File: config.mk
export PLATFORM = sky130hd
export DESIGN_NAME = spi_slave_gen_flat
export DESIGN_NICKNAME = d
export VERILOG_FILES = /design/src/rtl/spi_slave_gen_pkg.sv /design/src/rtl/spi_slave_gen_if.sv /design/src/rtl/spi_piso_shift.sv /design/src/rtl/spi_slave_gen.sv /design/src/flat_wrapper.sv
export SDC_FILE = /design/constraint.sdc
export NUM_CORES = 1
export LEC_CHECK = 0
export BUFFER_PORTS_ARGS = -buffer_cell sky130_fd_sc_hd__buf_2
export CAP_MARGIN = 30
export CORE_ASPECT_RATIO = 1.5
export CORE_MARGIN = 2
export CORE_UTILIZATION = 62
export CTS_BUF_LIST = sky130_fd_sc_hd__clkbuf_8
export CTS_CLUSTER_DIAMETER = 50
export DETAILED_ROUTE_END_ITERATION = 8
export GPL_TIMING_DRIVEN = 0
export PLACE_DENSITY = 0.93
export SLEW_MARGIN = 20
export SYNTH_ARGS = -nofsm -noshare
export SYNTH_HDL_FRONTEND = slang
export SYNTH_SLANG_ARGS = --single-unit
File: constraint.sdc
create_clock -name clk -period 2.83 [get_ports clk]
set_clock_uncertainty 0.05 [all_clocks]
set_input_delay 0.849 -clock clk [delete_from_list [all_inputs] [get_ports clk]]
set_output_delay 0.849 -clock clk [all_outputs]
set_load 0.01 [all_outputs]
File: src/rtl/spi_slave_gen_pkg.sv
// spi_slave_gen_pkg: shared types and constants for the SPI slave.
//   state_e    - main frame FSM states
//   tx_phase_e - MISO transmit sub-phase, meaningful only in READ_DATA
//   CMD_*      - 2-bit command codes carried in the frame header
package spi_slave_gen_pkg;

    typedef enum logic [2:0] {
        IDLE,
        CHK_CMD,
        WRITE,
        READ_ADD,
        READ_DATA
    } state_e;

    typedef enum logic [1:0] {
        TX_NONE,  // no transmission pending
        TX_WAIT,  // waiting for tx_valid from memory
        TX_SEND,  // serialising tx_data on MISO
        TX_DONE   // word sent, MISO parked at 0 until SS_n rises
    } tx_phase_e;

    localparam logic [1:0] CMD_WR_ADDR = 2'b00;
    localparam logic [1:0] CMD_WR_DATA = 2'b01;
    localparam logic [1:0] CMD_RD_ADDR = 2'b10;
    localparam logic [1:0] CMD_RD_DATA = 2'b11;

endpackage

File: src/rtl/spi_slave_gen_if.sv
// spi_slave_gen_if: SPI pins plus the parallel memory-side bus.
//   SS_n, MOSI, MISO      - serial SPI lines
//   tx_data, tx_valid     - read data offered by the memory controller
//   rx_data, rx_valid     - {cmd, payload} of each completed frame
//   frame_err, busy       - abort pulse and non-idle status
interface spi_slave_gen_if #(
    parameter int DW = 8
);
    logic          SS_n;
    logic          MOSI;
    logic          MISO;
    logic [DW-1:0] tx_data;
    logic          tx_valid;
    logic [DW+1:0] rx_data;
    logic          rx_valid;
    logic          frame_err;
    logic          busy;

    modport slave (
        input  SS_n, MOSI, tx_data, tx_valid,
        output MISO, rx_data, rx_valid, frame_err, busy
    );

    modport master (
        output SS_n, MOSI, tx_data, tx_valid,
        input  MISO, rx_data, rx_valid, frame_err, busy
    );
endinterface

File: src/rtl/spi_piso_shift.sv
// spi_piso_shift: parallel-in serial-out register driving MISO.
//   clk, rst_n - clock, synchronous active-low reset
//   load       - capture din; its first bit appears on dout next cycle
//   din        - parallel word
//   shift      - hold high to keep transmitting; dropping it parks dout at 0
//   dout       - registered serial output
//   done       - high while the last bit of the word is on dout
module spi_piso_shift #(
    parameter int W         = 8,
    parameter bit MSB_FIRST = 1'b1
) (
    input  logic         clk,
    input  logic         rst_n,
    input  logic         load,
    input  logic [W-1:0] din,
    input  logic         shift,
    output logic         dout,
    output logic         done
);
    localparam int RW = $clog2(W);

    logic [W-1:0]  sr;
    logic [RW-1:0] rem;     // bits still to present after the current one
    logic          active;

    // NOTE: clocked state uses non-blocking assignments so every register
    // samples pre-edge values regardless of statement order.
    always_ff @(posedge clk) begin
        if (!rst_n) begin
            sr     <= '0;
            rem    <= '0;
            active <= 1'b0;
            dout   <= 1'b0;
        end else if (load) begin
            if (MSB_FIRST) begin
                dout <= din[W-1];
                sr   <= {din[W-2:0], 1'b0};
            end else begin
                dout <= din[0];
                sr   <= {1'b0, din[W-1:1]};
            end
            rem    <= RW'(W - 1);
            active <= 1'b1;
        end else if (shift && active && rem != '0) begin
            if (MSB_FIRST) begin
                dout <= sr[W-1];
                sr   <= {sr[W-2:0], 1'b0};
            end else begin
                dout <= sr[0];
                sr   <= {1'b0, sr[W-1:1]};
            end
            rem <= rem - RW'(1);
        end else begin
            // Word finished or transmission abandoned: MISO returns to 0.
            dout   <= 1'b0;
            rem    <= '0;
            active <= 1'b0;
        end
    end

    assign done = active && (rem == '0);

endmodule

File: src/rtl/spi_slave_gen.sv
// spi_slave_gen: SPI slave framing {cmd[1:0], payload[DW-1:0]} MSB-first.
//   clk, rst_n - SPI clock (posedge logic), synchronous active-low reset
//   bus        - spi_slave_gen_if slave modport: SPI pins, tx_data/tx_valid
//                from memory, rx_data/rx_valid/frame_err/busy outputs
// A read-data frame (cmd 11) received after a read-address frame waits for
// tx_valid and then returns DW bits on MISO in TX_MSB_FIRST order.
module spi_slave_gen
    import spi_slave_gen_pkg::*;
#(
    parameter int DW           = 8,
    parameter bit TX_MSB_FIRST = 1'b1
) (
    input  logic           clk,
    input  logic           rst_n,
    spi_slave_gen_if.slave bus
);
    localparam int FRAME_LEN = DW + 2;
    localparam int CW        = $clog2(FRAME_LEN + 1);
    localparam logic [CW-1:0] CNT_LAST = CW'(FRAME_LEN - 1);
    localparam logic [CW-1:0] CNT_FULL = CW'(FRAME_LEN);

    state_e        state, state_nx;
    tx_phase_e     tx_phase, tx_nx;
    logic [CW-1:0] cnt, cnt_nx;
    logic          has_read_addr, hra_nx;
    logic [DW+1:0] sr, frame, rx_data_q;
    logic          rx_valid_q, rx_valid_nx;
    logic          frame_err_q, frame_err_nx;
    logic [1:0]    frame_cmd;
    logic          sampling, complete, tx_active;
    logic          piso_load, piso_shift, piso_done, miso;

    // Frame as it stands once this cycle's MOSI bit is included.
    assign frame     = {sr[DW:0], bus.MOSI};
    assign frame_cmd = frame[DW+1:DW];
    // Bits are taken from CHK_CMD onward until the counter saturates.
    assign sampling  = (state != IDLE) && (cnt != CNT_FULL);
    assign complete  = sampling && (cnt == CNT_LAST);
    assign tx_active = (tx_phase == TX_WAIT) || (tx_phase == TX_SEND);

    always_ff @(posedge clk) begin
        if (!rst_n) begin
            state         <= IDLE;
            tx_phase      <= TX_NONE;
            cnt           <= '0;
            has_read_addr <= 1'b0;
            rx_data_q     <= '0;
            rx_valid_q    <= 1'b0;
            frame_err_q   <= 1'b0;
        end else begin
            state         <= state_nx;
            tx_phase      <= tx_nx;
            cnt           <= cnt_nx;
            has_read_addr <= hra_nx;
            rx_valid_q    <= rx_valid_nx;
            frame_err_q   <= frame_err_nx;
            if (complete) rx_data_q <= frame;
        end
    end

    // NOTE: the shift register is left out of reset; the bit counter makes
    // it fully overwritten before any of its contents are published.
    always_ff @(posedge clk) begin
        if (sampling) sr <= frame;
    end

    // NOTE: every signal gets its default before the case so no path can
    // leave one unassigned and infer a latch.
    always_comb begin
        state_nx     = state;
        tx_nx        = tx_phase;
        cnt_nx       = cnt;
        hra_nx       = has_read_addr;
        rx_valid_nx  = 1'b0;
        frame_err_nx = 1'b0;
        piso_load    = 1'b0;
        piso_shift   = 1'b0;

        if (sampling) cnt_nx = cnt + CW'(1);

        case (state)
            IDLE: begin
                cnt_nx = '0;
                tx_nx  = TX_NONE;
                if (!bus.SS_n) state_nx = CHK_CMD;
            end
            CHK_CMD: begin
                if (!bus.MOSI)          state_nx = WRITE;
                else if (has_read_addr) state_nx = READ_DATA;
                else                    state_nx = READ_ADD;
            end
            READ_DATA: begin
                case (tx_phase)
                    TX_WAIT: begin
                        if (bus.tx_valid && !bus.SS_n) begin
                            piso_load = 1'b1;
                            tx_nx     = TX_SEND;
                        end
                    end
                    TX_SEND: begin
                        piso_shift = !bus.SS_n;
                        if (!bus.SS_n && piso_done) begin
                            tx_nx  = TX_DONE;
                            hra_nx = 1'b0;
                        end
                    end
                    default: ;
                endcase
            end
            default: ;
        endcase

        if (complete) begin
            rx_valid_nx = 1'b1;
            if (frame_cmd == CMD_RD_ADDR) hra_nx = 1'b1;
            if (state == READ_DATA && frame_cmd == CMD_RD_DATA && !bus.SS_n)
                tx_nx = TX_WAIT;
        end

        // Deselect wins over everything; a frame finishing on this very
        // cycle is still reported as good.
        if (state != IDLE && bus.SS_n) begin
            state_nx     = IDLE;
            cnt_nx       = '0;
            tx_nx        = TX_NONE;
            frame_err_nx = !complete && ((cnt != CNT_FULL) || tx_active);
        end
    end

    spi_piso_shift #(
        .W         (DW),
        .MSB_FIRST (TX_MSB_FIRST)
    ) u_piso (
        .clk   (clk),
        .rst_n (rst_n),
        .load  (piso_load),
        .din   (bus.tx_data),
        .shift (piso_shift),
        .dout  (miso),
        .done  (piso_done)
    );

    assign bus.MISO      = miso;
    assign bus.rx_data   = rx_data_q;
    assign bus.rx_valid  = rx_valid_q;
    assign bus.frame_err = frame_err_q;
    assign bus.busy      = (state != IDLE);

endmodule

File: src/flat_wrapper.sv
// flat-port wrapper written by rule: the top's interface ports become plain ports
module spi_slave_gen_flat import spi_slave_gen_pkg::*;
#(
    parameter int DW           = 8,
    parameter bit TX_MSB_FIRST = 1'b1
)
  (clk, rst_n, bus_SS_n, bus_MOSI, bus_tx_data, bus_tx_valid, bus_MISO, bus_rx_data, bus_rx_valid, bus_frame_err, bus_busy);
  spi_slave_gen_if #(.DW(DW)) bus_i ();
  input  logic clk;
  input  logic rst_n;
  input wire logic [$bits(bus_i.SS_n)-1:0] bus_SS_n;
  input wire logic [$bits(bus_i.MOSI)-1:0] bus_MOSI;
  input wire logic [$bits(bus_i.tx_data)-1:0] bus_tx_data;
  input wire logic [$bits(bus_i.tx_valid)-1:0] bus_tx_valid;
  output wire logic [$bits(bus_i.MISO)-1:0] bus_MISO;
  output wire logic [$bits(bus_i.rx_data)-1:0] bus_rx_data;
  output wire logic [$bits(bus_i.rx_valid)-1:0] bus_rx_valid;
  output wire logic [$bits(bus_i.frame_err)-1:0] bus_frame_err;
  output wire logic [$bits(bus_i.busy)-1:0] bus_busy;
  assign bus_i.SS_n = bus_SS_n;
  assign bus_i.MOSI = bus_MOSI;
  assign bus_i.tx_data = bus_tx_data;
  assign bus_i.tx_valid = bus_tx_valid;
  assign bus_MISO = bus_i.MISO;
  assign bus_rx_data = bus_i.rx_data;
  assign bus_rx_valid = bus_i.rx_valid;
  assign bus_frame_err = bus_i.frame_err;
  assign bus_busy = bus_i.busy;
  spi_slave_gen #(.DW(DW), .TX_MSB_FIRST(TX_MSB_FIRST)) u_core (.clk(clk), .rst_n(rst_n), .bus(bus_i));
endmodule
==> results.cfg <==
[run_status]
outcome = completed

[timing]
fin_crit_ns = 2.31
finalSetupViolations = 0
fmax_mhz = 432
fin_ws_ns = 0.516
hold_viol_final = 0
setup_tns_ns = 0
slew_headroom = 0.505
hold_slack_ns = 0.421
slew_violations = 0
min_period_over_period = 0.818
worst_pin_slew_ns = 0.736
rsz0062_at_grt = no

[worst_setup_path]
worst-path-stages = 4
critPathMostFrequentCell = buf_2
crit_path_end_kind = output port
rrSetupSlack_ns = 0.95
cp_data_required_time_ns = 1.93
r2r.worst_path.cells = 6
critical_path.max_fanout = 9
path_buf_inv = 3
cpPeakStageDelay_ns = 0.33
critical_path_arrival_ns = 1.41
worstSetupPathType = flop to output port
cp_top_family = buffers and inverters
slowest_stage = nor3_1
path_cells = buf_2, nor3_1, inv_1, buf_2
setup.worst_path.start_class = flop

[clocking]
path_clk_slew_ns = 0.08
cts_root_buf = clkbuf_8
cts_num_sinks = 43
ctsHoldBuffers = 0
clock_tree.buffer_depth = 2
clk_latency_ns = 0.30
htreeDepth = 2
cts_tree = yes
cts_resized = 0
cts_setup_buffers = 0
cts_buffers = 5

[routing]
firstDrtPassIters = 5
wl_um = 3610
met3WireLength_um = 164
drt-initial-drc-count = 29
drc = 0
vias_per_cell = 5.53
dr_wl_met2_um = 1940
wire_per_inst_um = 13.9
top_layer = met4
vias = 1433
met1_length_um = 1410
ant_nets = 0

[finish]
utilization = 0.727
fin_nets = 239
drive_gt1_frac = 0.191
regArea_um2 = 951
fillers = 219
syn_to_final_growth_pct = 15.1
multi_input_area_um2 = 748
n_antenna_cell = 0

[synth]
yosysTopAreaCellShare = 0.378
synth_seq_cells = 43
seq_area_frac_synth = 0.528
async_reset_ff_frac = 0
synthFlopType = dfxtp_1
ys_top_cells_by_count = 34 x dfxtp_1, 25 x nor2_1, 21 x nand2_1
netlist_instances = 185
synthesis.area_um2 = 1800
synth_fp_nets = 205
synth_cell_types = 34
synth.area.top_cells = dfxtp_1 38%, edfxtp_1 15%, mux2i_1 5.6%
yosysTopAreaCell = dfxtp_1
synth_most_common_cell = dfxtp_1
synth_edf_count = 9
yosysWarnings = 0
synth_area_per_cell_um2 = 9.74

[job]
cap_viol_max_count = 0

[global_routing]
antenna_found_initial = 0
grt_use_total = 0.252
gr-total-overflow = 0
grt_pass1_vias = 1392
grt_pass1_wl_um = 6080
grt_start_max_net_pins = 14

[placement]
preCtsSetupSlack_ns = 0.534
dp_hpwl_um = 2620
port_buffers = 26
gp_congestion = 0.799

[die]
core_area_um2 = 2850
pin_count = 27
die_area_um2 = 3360
num_rows = 24
die_y_um = 70.0
start_util = 0.632
fp.dieW_um = 48.0

[pwr]
p_leak_nw = 0.873
powerDensity_nw_per_um2 = 531
power_mw = 1.10
peakVddDrop_mv = 0.440

[worst_hold_path]
min_path_cells = 0
hold_class = flop to flop
[final timing paths]
| path | startpoint | end |
|---|---|---|
| min | u_core.sr[0] | u_core.sr[1] |
| min reg2reg | u_core.sr[0] | u_core.sr[1] |
| max | u_core.state[1] | bus_busy |
| max reg2reg | u_core.cnt[0] | u_core.has_read_addr |
[routing by layer]
metal  vias up  GRT usage
met5         -          0
met4         0     0.0961
met3         9     0.0801
met2        44      0.422
met1       677      0.280
li1        703          -
[registers in the layout (all words and copies together), names as in the netlist]
| register | count |
|---|---|
| u_core.sr | 9 |
| u_core.tx_phase | 2 |
| u_core.u_piso.active | 1 |
| u_core.u_piso.dout | 1 |
| u_core.bus.rx_data | 10 |
| u_core.cnt | 4 |
| u_core.bus.frame_err | 1 |
| u_core.u_piso.sr | 7 |
| u_core.state | 3 |
| u_core.bus.rx_valid | 1 |
| u_core.u_piso.rem | 3 |
| u_core.has_read_addr | 1 |
[report_power, final]
| group | total, mW | switching [mW] | internal (mW) |
|---|---|---|---|
| registers | 0.655 | 0.00996 | 0.645 |
| logic | 0.0664 | 0.0412 | 0.0252 |
| clock network | 0.379 | 0.210 | 0.169 |
[cells in the final DEF (no fill, tap or decap), types with 8 or more instances in the layout]
master	instances
buf_2	27
dfxtp_1	34
a31oi_1	8
nand2_1	21
edfxtp_1	9
a21oi_1	8
nor2_1	25
mux2i_1	10
o21ai_0	12
inv_1	14
[metrics by stage]
stage,instances,instance area (um2)
final,259,2070
after floorplan,185,1800
after global routing,259,2070
after global placement,250,1980
after detailed placement,251,1990
after CTS,259,2070
[cell families after synthesis]
| kind of cell | count (synthesis) | synth area share |
|---|---|---|
| fa+ha+maj | 7 | 0.0486 |
| mux | 11 | 0.0618 |
| flops | 43 | 0.528 |
| compound gates | 36 | 0.117 |
| simple gates | 66 | 0.178 |
| xor+xnor | 2 | 0.00972 |
| buf+inv | 20 | 0.0569 |
[layout make-up]
type | count | share of cell area
Buffer | 7 | 0.0260
Clock buffer | 5 | 0.0332
Clock inverter | 3 | 0.00785
Inverter | 13 | 0.0235
Multi-Input combinational cell | 122 | 0.361
Sequential cell | 43 | 0.459
Tap cell | 39 | 0.0235
Timing Repair Buffer | 27 | 0.0664
(Power assumes the default switching activity.)
